<file path="src/rtl/gb_if_wr_feed_pkg.sv">
// gb_if_wr_feed_pkg
//   Shared definitions for the GB SRAM write-feed path.
//   - gb_state_e : feeder FSM encoding (IDLE/REQ/GRANT/STREAM = 00/01/10/11)
//   - GB_* constants : default host beat, SRAM word and SRAM ID widths
package gb_if_wr_feed_pkg;

  localparam int GB_SRAM_ADDRWIDTH = 9;
  localparam int GB_IF_WIDTH       = 32;
  localparam int GB_SRAM_WIDTH     = 128;
  localparam int GB_ID_WIDTH       = 6;

  typedef enum logic [1:0] {
    IDLE   = 2'b00,
    REQ    = 2'b01,
    GRANT  = 2'b10,
    STREAM = 2'b11
  } gb_state_e;

endpackage

</file>
<file path="src/rtl/gb_if_pack_fifo.sv">
// gb_if_pack_fifo
//   Packs RATIO narrow host beats into one SRAM-width word (first beat in the
//   LSBs) and queues completed words in a 2-entry FIFO whose head is a
//   register, so the presented word never glitches while it waits.
// Ports:
//   clk, rst_n  : clock, asynchronous active-low reset
//   flush       : synchronous clear of packer, beat counter and FIFO
//   beat_val    : a host beat is accepted this cycle
//   beat_data   : the accepted host beat
//   pop         : consumer takes the FIFO head this cycle (only when fifo_cnt!=0)
//   head_data   : FIFO head word
//   fifo_cnt    : number of queued words (0..2)
//   push        : a completed word enters the FIFO this cycle
module gb_if_pack_fifo
  import gb_if_wr_feed_pkg::*;
#(
  parameter int IF_WIDTH   = GB_IF_WIDTH,
  parameter int SRAM_WIDTH = GB_SRAM_WIDTH,
  parameter int RATIO      = SRAM_WIDTH / IF_WIDTH
) (
  input  logic                  clk,
  input  logic                  rst_n,
  input  logic                  flush,
  input  logic                  beat_val,
  input  logic [IF_WIDTH-1:0]   beat_data,
  input  logic                  pop,
  output logic [SRAM_WIDTH-1:0] head_data,
  output logic [1:0]            fifo_cnt,
  output logic                  push
);

  localparam int BW = $clog2(RATIO);

  logic [BW-1:0]         beat_cnt;
  logic [SRAM_WIDTH-1:0] pack_reg;
  logic [SRAM_WIDTH-1:0] word_next;
  logic [SRAM_WIDTH-1:0] entry1;

  // The word as it would look with the current beat merged in; on the last
  // beat this is what gets pushed, so the final beat bypasses pack_reg.
  always_comb begin
    word_next = pack_reg;
    word_next[beat_cnt*IF_WIDTH +: IF_WIDTH] = beat_data;
  end

  assign push = beat_val && (beat_cnt == BW'(RATIO - 1));

  // Beat counter wraps naturally because RATIO is a power of two.
  always_ff @(posedge clk or negedge rst_n) begin
    if (!rst_n) begin
      beat_cnt <= '0;
      pack_reg <= '0;
    end else if (flush) begin
      beat_cnt <= '0;
      pack_reg <= '0;
    end else if (beat_val) begin
      beat_cnt <= beat_cnt + 1'b1;
      pack_reg <= word_next;
    end
  end

  // Shift-style FIFO: head_data is always entry 0, entry1 moves up on pop.
  always_ff @(posedge clk or negedge rst_n) begin
    if (!rst_n) begin
      fifo_cnt  <= 2'd0;
      head_data <= '0;
      entry1    <= '0;
    end else if (flush) begin
      fifo_cnt  <= 2'd0;
      head_data <= '0;
      entry1    <= '0;
    end else begin
      case ({push, pop})
        2'b10: begin
          if (fifo_cnt == 2'd0) head_data <= word_next;
          else                  entry1    <= word_next;
          fifo_cnt <= fifo_cnt + 2'd1;
        end
        2'b01: begin
          head_data <= entry1;
          fifo_cnt  <= fifo_cnt - 2'd1;
        end
        2'b11: begin
          if (fifo_cnt == 2'd1) begin
            head_data <= word_next;
          end else begin
            head_data <= entry1;
            entry1    <= word_next;
          end
        end
        default: ;
      endcase
    end
  end

endmodule

</file>
<file path="src/rtl/gb_if_wr_feed.sv">
// gb_if_wr_feed
//   Feeder for the GB SRAM write controller. A fill request forwards the SRAM
//   ID to the host, grants the write controller for one cycle, then streams
//   SRAM_DEPTH packed words into the controller's valid/ready handshake.
// Ports:
//   clk, rst_n                  : clock, asynchronous active-low reset
//   SRAM_config_start           : synchronous abort back to IDLE
//   SRAMIF_Conf_val/_Wr_ID      : fill request and target SRAM ID
//   IFSRAM_Conf_rdy             : one-cycle grant to the write controller
//   SRAMIF_Wr_rdy               : controller accepts a word
//   IFSRAM_Wr_val/_Wr_data      : packed word to the controller
//   IF_Req_val/_ID, IF_Req_rdy  : fill request to the host
//   IF_Dat_val/IF_Dat, IF_Dat_rdy : host beat handshake
module gb_if_wr_feed
  import gb_if_wr_feed_pkg::*;
#(
  parameter int SRAM_ADDRWIDTH = GB_SRAM_ADDRWIDTH,
  parameter int SRAM_DEPTH     = 2 ** SRAM_ADDRWIDTH,
  parameter int IF_WIDTH       = GB_IF_WIDTH,
  parameter int SRAM_WIDTH     = GB_SRAM_WIDTH,
  parameter int RATIO          = SRAM_WIDTH / IF_WIDTH,
  parameter int ID_WIDTH       = GB_ID_WIDTH
) (
  input  logic                  clk,
  input  logic                  rst_n,
  input  logic                  SRAM_config_start,
  input  logic                  SRAMIF_Conf_val,
  input  logic [ID_WIDTH-1:0]   SRAMIF_Wr_ID,
  output logic                  IFSRAM_Conf_rdy,
  input  logic                  SRAMIF_Wr_rdy,
  output logic                  IFSRAM_Wr_val,
  output logic [SRAM_WIDTH-1:0] IFSRAM_Wr_data,
  output logic                  IF_Req_val,
  output logic [ID_WIDTH-1:0]   IF_Req_ID,
  input  logic                  IF_Req_rdy,
  input  logic                  IF_Dat_val,
  input  logic [IF_WIDTH-1:0]   IF_Dat,
  output logic                  IF_Dat_rdy
);

  localparam int CW = SRAM_ADDRWIDTH + 1;

  gb_state_e     state, state_next;
  logic [CW-1:0] in_words;
  logic [CW-1:0] out_words;
  logic [1:0]    fifo_cnt;
  logic          push;
  logic          pop;
  logic          beat_acc;
  logic          last_pop;
  logic          flush;

  assign IF_Req_val      = (state == REQ);
  assign IFSRAM_Conf_rdy = (state == GRANT);
  assign IFSRAM_Wr_val   = (state == STREAM) && (fifo_cnt != 2'd0);
  assign IF_Dat_rdy      = (state == STREAM) && (in_words < CW'(SRAM_DEPTH))
                           && (fifo_cnt < 2'd2);

  assign beat_acc = IF_Dat_val && IF_Dat_rdy;
  assign pop      = IFSRAM_Wr_val && SRAMIF_Wr_rdy;
  assign last_pop = pop && (out_words == CW'(SRAM_DEPTH - 1));
  // Completing a fill reuses the abort clear path; the FIFO is already empty
  // then because no more words can have been pushed.
  assign flush    = SRAM_config_start || last_pop;

  gb_if_pack_fifo #(
    .IF_WIDTH  (IF_WIDTH),
    .SRAM_WIDTH(SRAM_WIDTH),
    .RATIO     (RATIO)
  ) u_pack (
    .clk      (clk),
    .rst_n    (rst_n),
    .flush    (flush),
    .beat_val (beat_acc),
    .beat_data(IF_Dat),
    .pop      (pop),
    .head_data(IFSRAM_Wr_data),
    .fifo_cnt (fifo_cnt),
    .push     (push)
  );

  always_ff @(posedge clk or negedge rst_n) begin
    if (!rst_n) state <= IDLE;
    else        state <= state_next;
  end

  // Abort overrides every other transition.
  always_comb begin
    state_next = state;
    case (state)
      IDLE:    if (SRAMIF_Conf_val) state_next = REQ;
      REQ:     if (IF_Req_rdy)      state_next = GRANT;
      GRANT:                        state_next = STREAM;
      STREAM:  if (last_pop)        state_next = IDLE;
      default:                      state_next = IDLE;
    endcase
    if (SRAM_config_start) state_next = IDLE;
  end

  // The requested ID is captured only when a request is actually taken.
  always_ff @(posedge clk or negedge rst_n) begin
    if (!rst_n)
      IF_Req_ID <= '0;
    else if (state == IDLE && SRAMIF_Conf_val && !SRAM_config_start)
      IF_Req_ID <= SRAMIF_Wr_ID;
  end

  always_ff @(posedge clk or negedge rst_n) begin
    if (!rst_n) begin
      in_words  <= '0;
      out_words <= '0;
    end else if (flush) begin
      in_words  <= '0;
      out_words <= '0;
    end else begin
      if (push) in_words  <= in_words + 1'b1;
      if (pop)  out_words <= out_words + 1'b1;
    end
  end

endmodule

</file>
<file path="config.mk">
export PLATFORM = sky130hd
export DESIGN_NAME = gb_if_wr_feed
export DESIGN_NICKNAME = d
export VERILOG_FILES = /design/src/rtl/gb_if_wr_feed_pkg.sv /design/src/rtl/gb_if_pack_fifo.sv /design/src/rtl/gb_if_wr_feed.sv
export SDC_FILE = /design/constraint.sdc
export NUM_CORES = 1
export LEC_CHECK = 0
export CAP_MARGIN = 40
export CORE_MARGIN = 3
export CORE_UTILIZATION = 40
export DETAILED_ROUTE_END_ITERATION = 10
export GPL_TIMING_DRIVEN = 0
export PLACE_DENSITY = 0.55
export SETUP_SLACK_MARGIN = 0.3
export SYNTH_ARGS = -nofsm -noshare
export SYNTH_HDL_FRONTEND = slang
export SYNTH_SLANG_ARGS = --single-unit
</file>
<file path="constraint.sdc">
create_clock -name clk -period 9.6 [get_ports clk]
set_clock_uncertainty 0.15 [all_clocks]
set_input_delay 1.44 -clock clk [delete_from_list [all_inputs] [get_ports clk]]
set_output_delay 1.44 -clock clk [all_outputs]
set_load 0.05 [all_outputs]
</file>
==> flow_metrics.tcl, run 1 <==
set metrics [dict create \
    synthesis.nets 2043 \
    powerDensity_nw_per_um2 186.1 \
    drt_iter0_drc 1731 \
    worst_hold_startpoint "IF_Req_ID[2]" \
    required_ns 9.88 \
    maxSlewHeadroom_pct 40.03 \
    setup_viol 0 \
    ant_nets 0 \
    grt_pass1_vias 16453 \
    routed_wl_microns 71050 \
    antenna_found_initial 4 \
    fmax_mhz 188.1 \
    syn_inst 1982 \
    drive_gt1_share_pct 6.405 \
    finish.instance_area_sq_um 23980 \
    ir_worst_vdd_mv 0.09905 \
    path_buf_inv 9 \
    routabilityCongestion 0.8631 \
    cp_slowest_stage_delay_ns 0.48 \
    insertion_delay_ns 0.60 \
    tightest_slew_ns 0.8995 \
    die_w_microns 227.3 \
    cts_setup_buffers 0 \
    period_share_pct 55.37 \
    initial_core_util_pct 40.78 \
    ys_ff_latch 416 \
    die_y_microns 227.3 \
    cts_root_buf "clkbuf_16" \
    synth_area_leaders "dfrtp_1 53%, a211oi_1 10%, nor2_1 5.4%" \
    row_count 80 \
    grt_overflow 0 \
    maxCapViolCount 0 \
    critPathSlowestCell "clkdlybuf4s50_1" \
    drt_pass1_iterations 5 \
    crit_chain "clkdlybuf4s50_1 -> nor4bb_1 -> clkbuf_1 -> clkbuf_1 -> nand2_1 -> inv_1 -> ha_1 -> inv_1 -> a21oi_1 -> clkbuf_1 -> clkbuf_1 -> buf_8 -> clkbuf_1 -> a211oi_1" \
    finalPower_mw 4.462 \
    vias_per_cell 5.858 \
    async_reset_ff_share_pct 100.0 \
    path_max_fanout 10 \
    seq_area_frac_synth_pct 53.13 \
    areaGrowthSynthToFinish_pct 22.38 \
    clock_sinks 416 \
    core_region_area_sq_um 48050 \
    arrival_ns 5.60 \
    worstHoldPathCells 1 \
    grt_pass1_wl_microns 106000 \
    min_path_type "reg2reg" \
    clk_pin_slew_ns 0.06 \
    postCtsHoldBufs 0 \
    dp_hpwl_microns 50140 \
    slew_viol_final 0 \
    ios 183 \
    rr_worst_depth 14 \
    crit_type "in2reg" \
    busiest_layer "met2" \
    dieArea_sq_um 51680 \
    fin_nets 2288 \
    synth_cell_type_count 49 \
    hold_end "IF_Req_ID[2]" \
    synth_flop_cell "dfrtp_1" \
    post_cts_resized 0 \
    synth_top_area_share_pct 53.13 \
    yosys_warnings 0 \
    holdWs_ns 0.3524 \
    cts_tree "yes" \
    path_delay_family "buffers and inverters" \
    cpMostUsedCell "clkbuf_1" \
    met1_usage_pct 38.57 \
    period_needed_ns 5.315 \
    n_fill_cell 4517 \
    placed_cell_area_sq_um 22420 \
    r2r-end "u_pack.head_data[5]" \
    numCtsBuffers 47 \
    rsz0062_at_grt "no" \
    grt_max_degree 107 \
    drc_errors 0 \
    met2_usage_pct 41.79 \
    critPathCaptureType "register" \
    rrSetupSlack_ns 4.51 \
    avgSynthCellArea_sq_um 9.886 \
    cts_htree_levels 2 \
    clockBufferDepth 3 \
    r2r_start "u_pack.beat_cnt[0]" \
    yosysTopAreaCell "dfrtp_1" \
    status "completed" \
    power.leakage_nw 9.927 \
    syn_area_sq_um 19590 \
    synth_edf_count 0 \
    critPathLaunchType "primary input" \
    port-buffer-count 181 \
    vias 16870 \
    hold_viol 0 \
    wl_per_cell_microns 24.67 \
    use_met3_pct 5.609 \
    grtUsageTotal_pct 27.42 \
]
kinds of logic after synthesis:
logic type	after synthesis	share of synthesized area (%)
buffers and inverters	219	4.508
AO/OA/AOI/OAI	676	23.87
AND/OR/NAND/NOR	630	16.25
adder cells (fa/ha/maj)	16	1.022
XOR/XNOR	15	0.6705
flip-flops	416	53.13
multiplexers	10	0.5492
cell usage in the layout (no fill, tap or decap), types with 47 or more instances in the layout:
cell type | synthesis | layout
clkbuf_1 | 154 | 169
nor2b_1 | 128 | 128
o21ai_0 | 71 | 71
o31a_1 | 57 | 57
a2bb2oi_1 | 71 | 71
and3_1 | 62 | 62
clkbuf_16 | 0 | 47
clkdlybuf4s50_1 | 0 | 180
dfrtp_1 | 416 | 416
a211oi_1 | 263 | 263
a31oi_1 | 69 | 69
or3_1 | 60 | 60
buf_2 | 46 | 47
a21oi_1 | 130 | 130
nor2_1 | 283 | 283
nor3_1 | 57 | 57
area by class of cell:
cell class	instances	area (sq um)	area share (%)
clock buffer	75	1411	5.886
antenna	1	2.502	0.01044
inverter	12	45.04	0.1879
multi-input combinational	1347	8300	34.62
sequential	416	10410	43.41
buffer	207	838.3	3.496
timing repair buffer	196	2059	8.589
clock inverter	11	141.4	0.5896
tap	615	769.5	3.209
worst max-delay path by stage:
| stage | startpoint | to | slack [ns] | cells after the start |
|---|---|---|---|---|
| 2_1_floorplan | IF_Dat_val | u_pack.head_data[64] | 5.52 | 13 |
| 3_3_place_gp | rst_n | u_pack.head_data[98] | -12.12 | 1 |
| 3_5_place_dp | IF_Dat_val | u_pack.head_data[5] | 3.73 | 14 |
| 4_1_cts | IF_Dat_val | u_pack.head_data[19] | 4.33 | 14 |
| 5_1_grt | IF_Dat_val | u_pack.head_data[15] | 3.99 | 14 |
| 6_report | IF_Dat_val | u_pack.head_data[5] | 4.28 | 14 |
routing by layer:
| layer | routed length [microns] | part of all wire (%) |
|---|---|---|
| met1 | 31450 | 44 |
| met2 | 31720 | 45 |
| met3 | 5086 | 7.2 |
| met4 | 2772 | 3.9 |
| met5 | 24 | 0.034 |
cell usage after synthesis (all sizes together), types with 2 or more instances:
| cell type | number |
|---|---|
| nand4 | 6 |
| xor2 | 13 |
| nor4bb | 4 |
| o211ai | 3 |
| and3 | 62 |
| mux2 | 6 |
| buf | 53 |
| nand2 | 7 |
| xnor2 | 2 |
| a21oi | 130 |
| nor2b | 128 |
| nor2 | 283 |
| a31oi | 69 |
| and4 | 2 |
| clkinv | 2 |
| ha | 16 |
| clkbuf | 154 |
| inv | 10 |
| and2 | 3 |
| o21a | 3 |
| a2bb2oi | 71 |
| or3 | 60 |
| nor3b | 4 |
| mux2i | 4 |
| nand3 | 8 |
| dfrtp | 416 |
| nor3 | 57 |
| o21ai | 71 |
| a211oi | 263 |
| o31a | 57 |
per-stage QoR:
stage | util, % | setup WS, ns | TNS, ns | cells
after detailed placement | 46.67 | 3.728 | 0 | 2793
after floorplan | - | 5.521 | 0 | 1982
final | 49.91 | 4.285 | 0 | 2880
after CTS | 49.90 | 4.326 | 0 | 2879
after global placement | 46.15 | -12.12 | -5028.19 | 2778
after global routing | 49.90 | 3.993 | 0 | 2879
power breakdown:
group | internal, mW | switching (mW)
sequential | 1.84 | 0.0530
clock | 1.09 | 0.746
combinational | 0.249 | 0.493
total | 3.17 | 1.29
Power figures use the tool's default switching activity.
==> inputs of run 2 (changes only) <==
clock period = 5.3 ns   (was 9.6 ns; I/O delays follow)
==> flow_metrics.tcl, run 2 (same netlist as run 1, synthesis figures left out) <==
set metrics [dict create \
    status "completed" \
    die_w_microns 227.3 \
    post-route-util_pct 49.91 \
    slew_viol_final 0 \
    met2_usage_pct 41.79 \
    grtUsageTotal_pct 27.42 \
    clk_pin_slew_ns 0.06 \
    vias_per_cell 5.858 \
    port-buffer-count 181 \
    drc_errors 0 \
    grt_pass1_vias 16453 \
    ff_latch_area_sq_um 10410 \
    dp_hpwl_microns 50140 \
    clockBufferDepth 3 \
    initial_core_util_pct 40.78 \
    powerDensity_nw_per_um2 337.1 \
    period_share_pct 88.29 \
    core_region_area_sq_um 48050 \
    busiest_layer "met2" \
    row_count 80 \
    maxSlewHeadroom_pct 40.09 \
    fmax_mhz 213.7 \
    path_max_fanout 10 \
    finish.instance_area_sq_um 23980 \
    placed_cell_area_sq_um 22420 \
    drive_gt1_share_pct 6.537 \
    cp_slowest_stage_delay_ns 0.50 \
    use_met3_pct 5.609 \
    cts_htree_levels 2 \
    drt_pass1_iterations 5 \
    wl_per_cell_microns 24.67 \
    power.leakage_nw 9.938 \
    clock_sinks 416 \
    dieArea_sq_um 51680 \
    routed_wl_microns 71060 \
    critPathCaptureType "register" \
    drt_iter0_drc 1722 \
    setup_viol 0 \
    period_needed_ns 4.679 \
    ant_nets 0 \
    tightest_slew_ns 0.8987 \
    ir_worst_vdd_mv 0.1794 \
    min_path_type "in2async" \
    path_buf_inv 9 \
    final_cell_mix "416 x dfrtp_1, 283 x nor2_1, 263 x a211oi_1" \
    die_y_microns 227.3 \
    maxCapViolCount 0 \
    fin_nets 2288 \
    arrival_ns 4.96 \
    hold_viol 0 \
    required_ns 5.58 \
    crit_chain "ha_1 -> clkbuf_2 -> clkbuf_2 -> clkbuf_1 -> nand2_1 -> inv_1 -> ha_1 -> inv_1 -> a21oi_1 -> clkbuf_1 -> clkbuf_1 -> buf_8 -> clkbuf_1 -> a211oi_1" \
    critPathSlowestCell "dfrtp_1" \
    grt_max_degree 107 \
    met1_usage_pct 38.57 \
    vias 16871 \
    routabilityCongestion 0.8631 \
    cts_tree "yes" \
    antenna_found_initial 4 \
    path_delay_family "buffers and inverters" \
    grt_pass1_wl_microns 106000 \
    n_fill_cell 4515 \
    final_common_cell "dfrtp_1" \
    insertion_delay_ns 0.60 \
    rsz0062_at_grt "no" \
    areaGrowthSynthToFinish_pct 22.39 \
    ios 183 \
    grt_overflow 0 \
    cpMostUsedCell "clkbuf_1" \
    crit_type "reg2reg" \
    cts_root_buf "clkbuf_16" \
    critPathLaunchType "register" \
    numCtsBuffers 47 \
    multi_input_comb_area_sq_um 8300 \
]
## run 2: timing repair
action / 4_1_cts / 5_1_grt
gates cloned: 0 / 0
buffers inserted: 0 / 0
resized for setup: 1 / 4
setup endpoints to repair: 10 / 59
hold buffers: 0 / 0
pin swaps: 0 / 0
## run 2: final timing paths
check	start	to	slack (ns)	cells past startpoint
worst min register to register	IF_Req_ID[2]	IF_Req_ID[2]	0.35	1
max in group asynchronous	rst_n	u_pack.head_data[84]	3.70	3
worst min-delay path	rst_n	u_pack.entry1[38]	0.01	1
worst max-delay path	u_pack.beat_cnt[0]	u_pack.head_data[5]	0.62	14
min in group clk	IF_Req_ID[2]	IF_Req_ID[2]	0.35	1
worst max register to register	u_pack.beat_cnt[0]	u_pack.head_data[5]	0.62	14
## run 2: worst reg2reg max path, cell delays in order (launching register included)
cell,delay [ns]
dfrtp_1,0.50
ha_1,0.24
clkbuf_2,0.28
clkbuf_2,0.35
clkbuf_1,0.46
nand2_1,0.26
inv_1,0.16
ha_1,0.24
inv_1,0.06
a21oi_1,0.22
clkbuf_1,0.37
clkbuf_1,0.45
buf_8,0.22
clkbuf_1,0.44
a211oi_1,0.14
## run 2: layer usage
metal,wire [microns],up-vias
met1,31360,8408
met5,24,-
met2,31620,597
met4,2875,4
met3,5178,130
li1,-,7732
## run 2: layout make-up
class                      count  area share [%]
sequential                   416           43.41
multi-input combinational   1347           34.61
timing repair buffer         196           8.588
clock inverter                11          0.5896
buffer                       207           3.511
inverter                      12          0.1878
antenna                        1         0.01043
tap                          615           3.209
clock buffer                  75           5.885
## run 2: report_power, final
group	total, mW	switching (mW)	internal [mW]
Clock	3.32	1.35	1.97
Sequential	3.42	0.0956	3.32
Combinational	1.34	0.894	0.451
Total	8.08	2.34	5.74
## run 2: per-stage QoR
stage,TNS (ns),hold slack [ns],power [mW],worst slack (ns),std cells
2_1_floorplan,0,0.3250,4.265,1.866,1982
3_3_place_gp,-6607.98,0.3367,4.791,-15.78,2778
3_5_place_dp,0,0.3428,4.812,0.07332,2793
4_1_cts,0,0.01957,8.134,0.4364,2879
5_1_grt,0,0.05364,8.373,0.3877,2879
6_report,0,0.01347,8.085,0.6205,2880
==> inputs of run 3 (changes only) <==
CTS_CLUSTER_DIAMETER = 200   (was default)
==> results of run 3 <==
No change in the layout: final DEF, timing and power equal those of run 2.
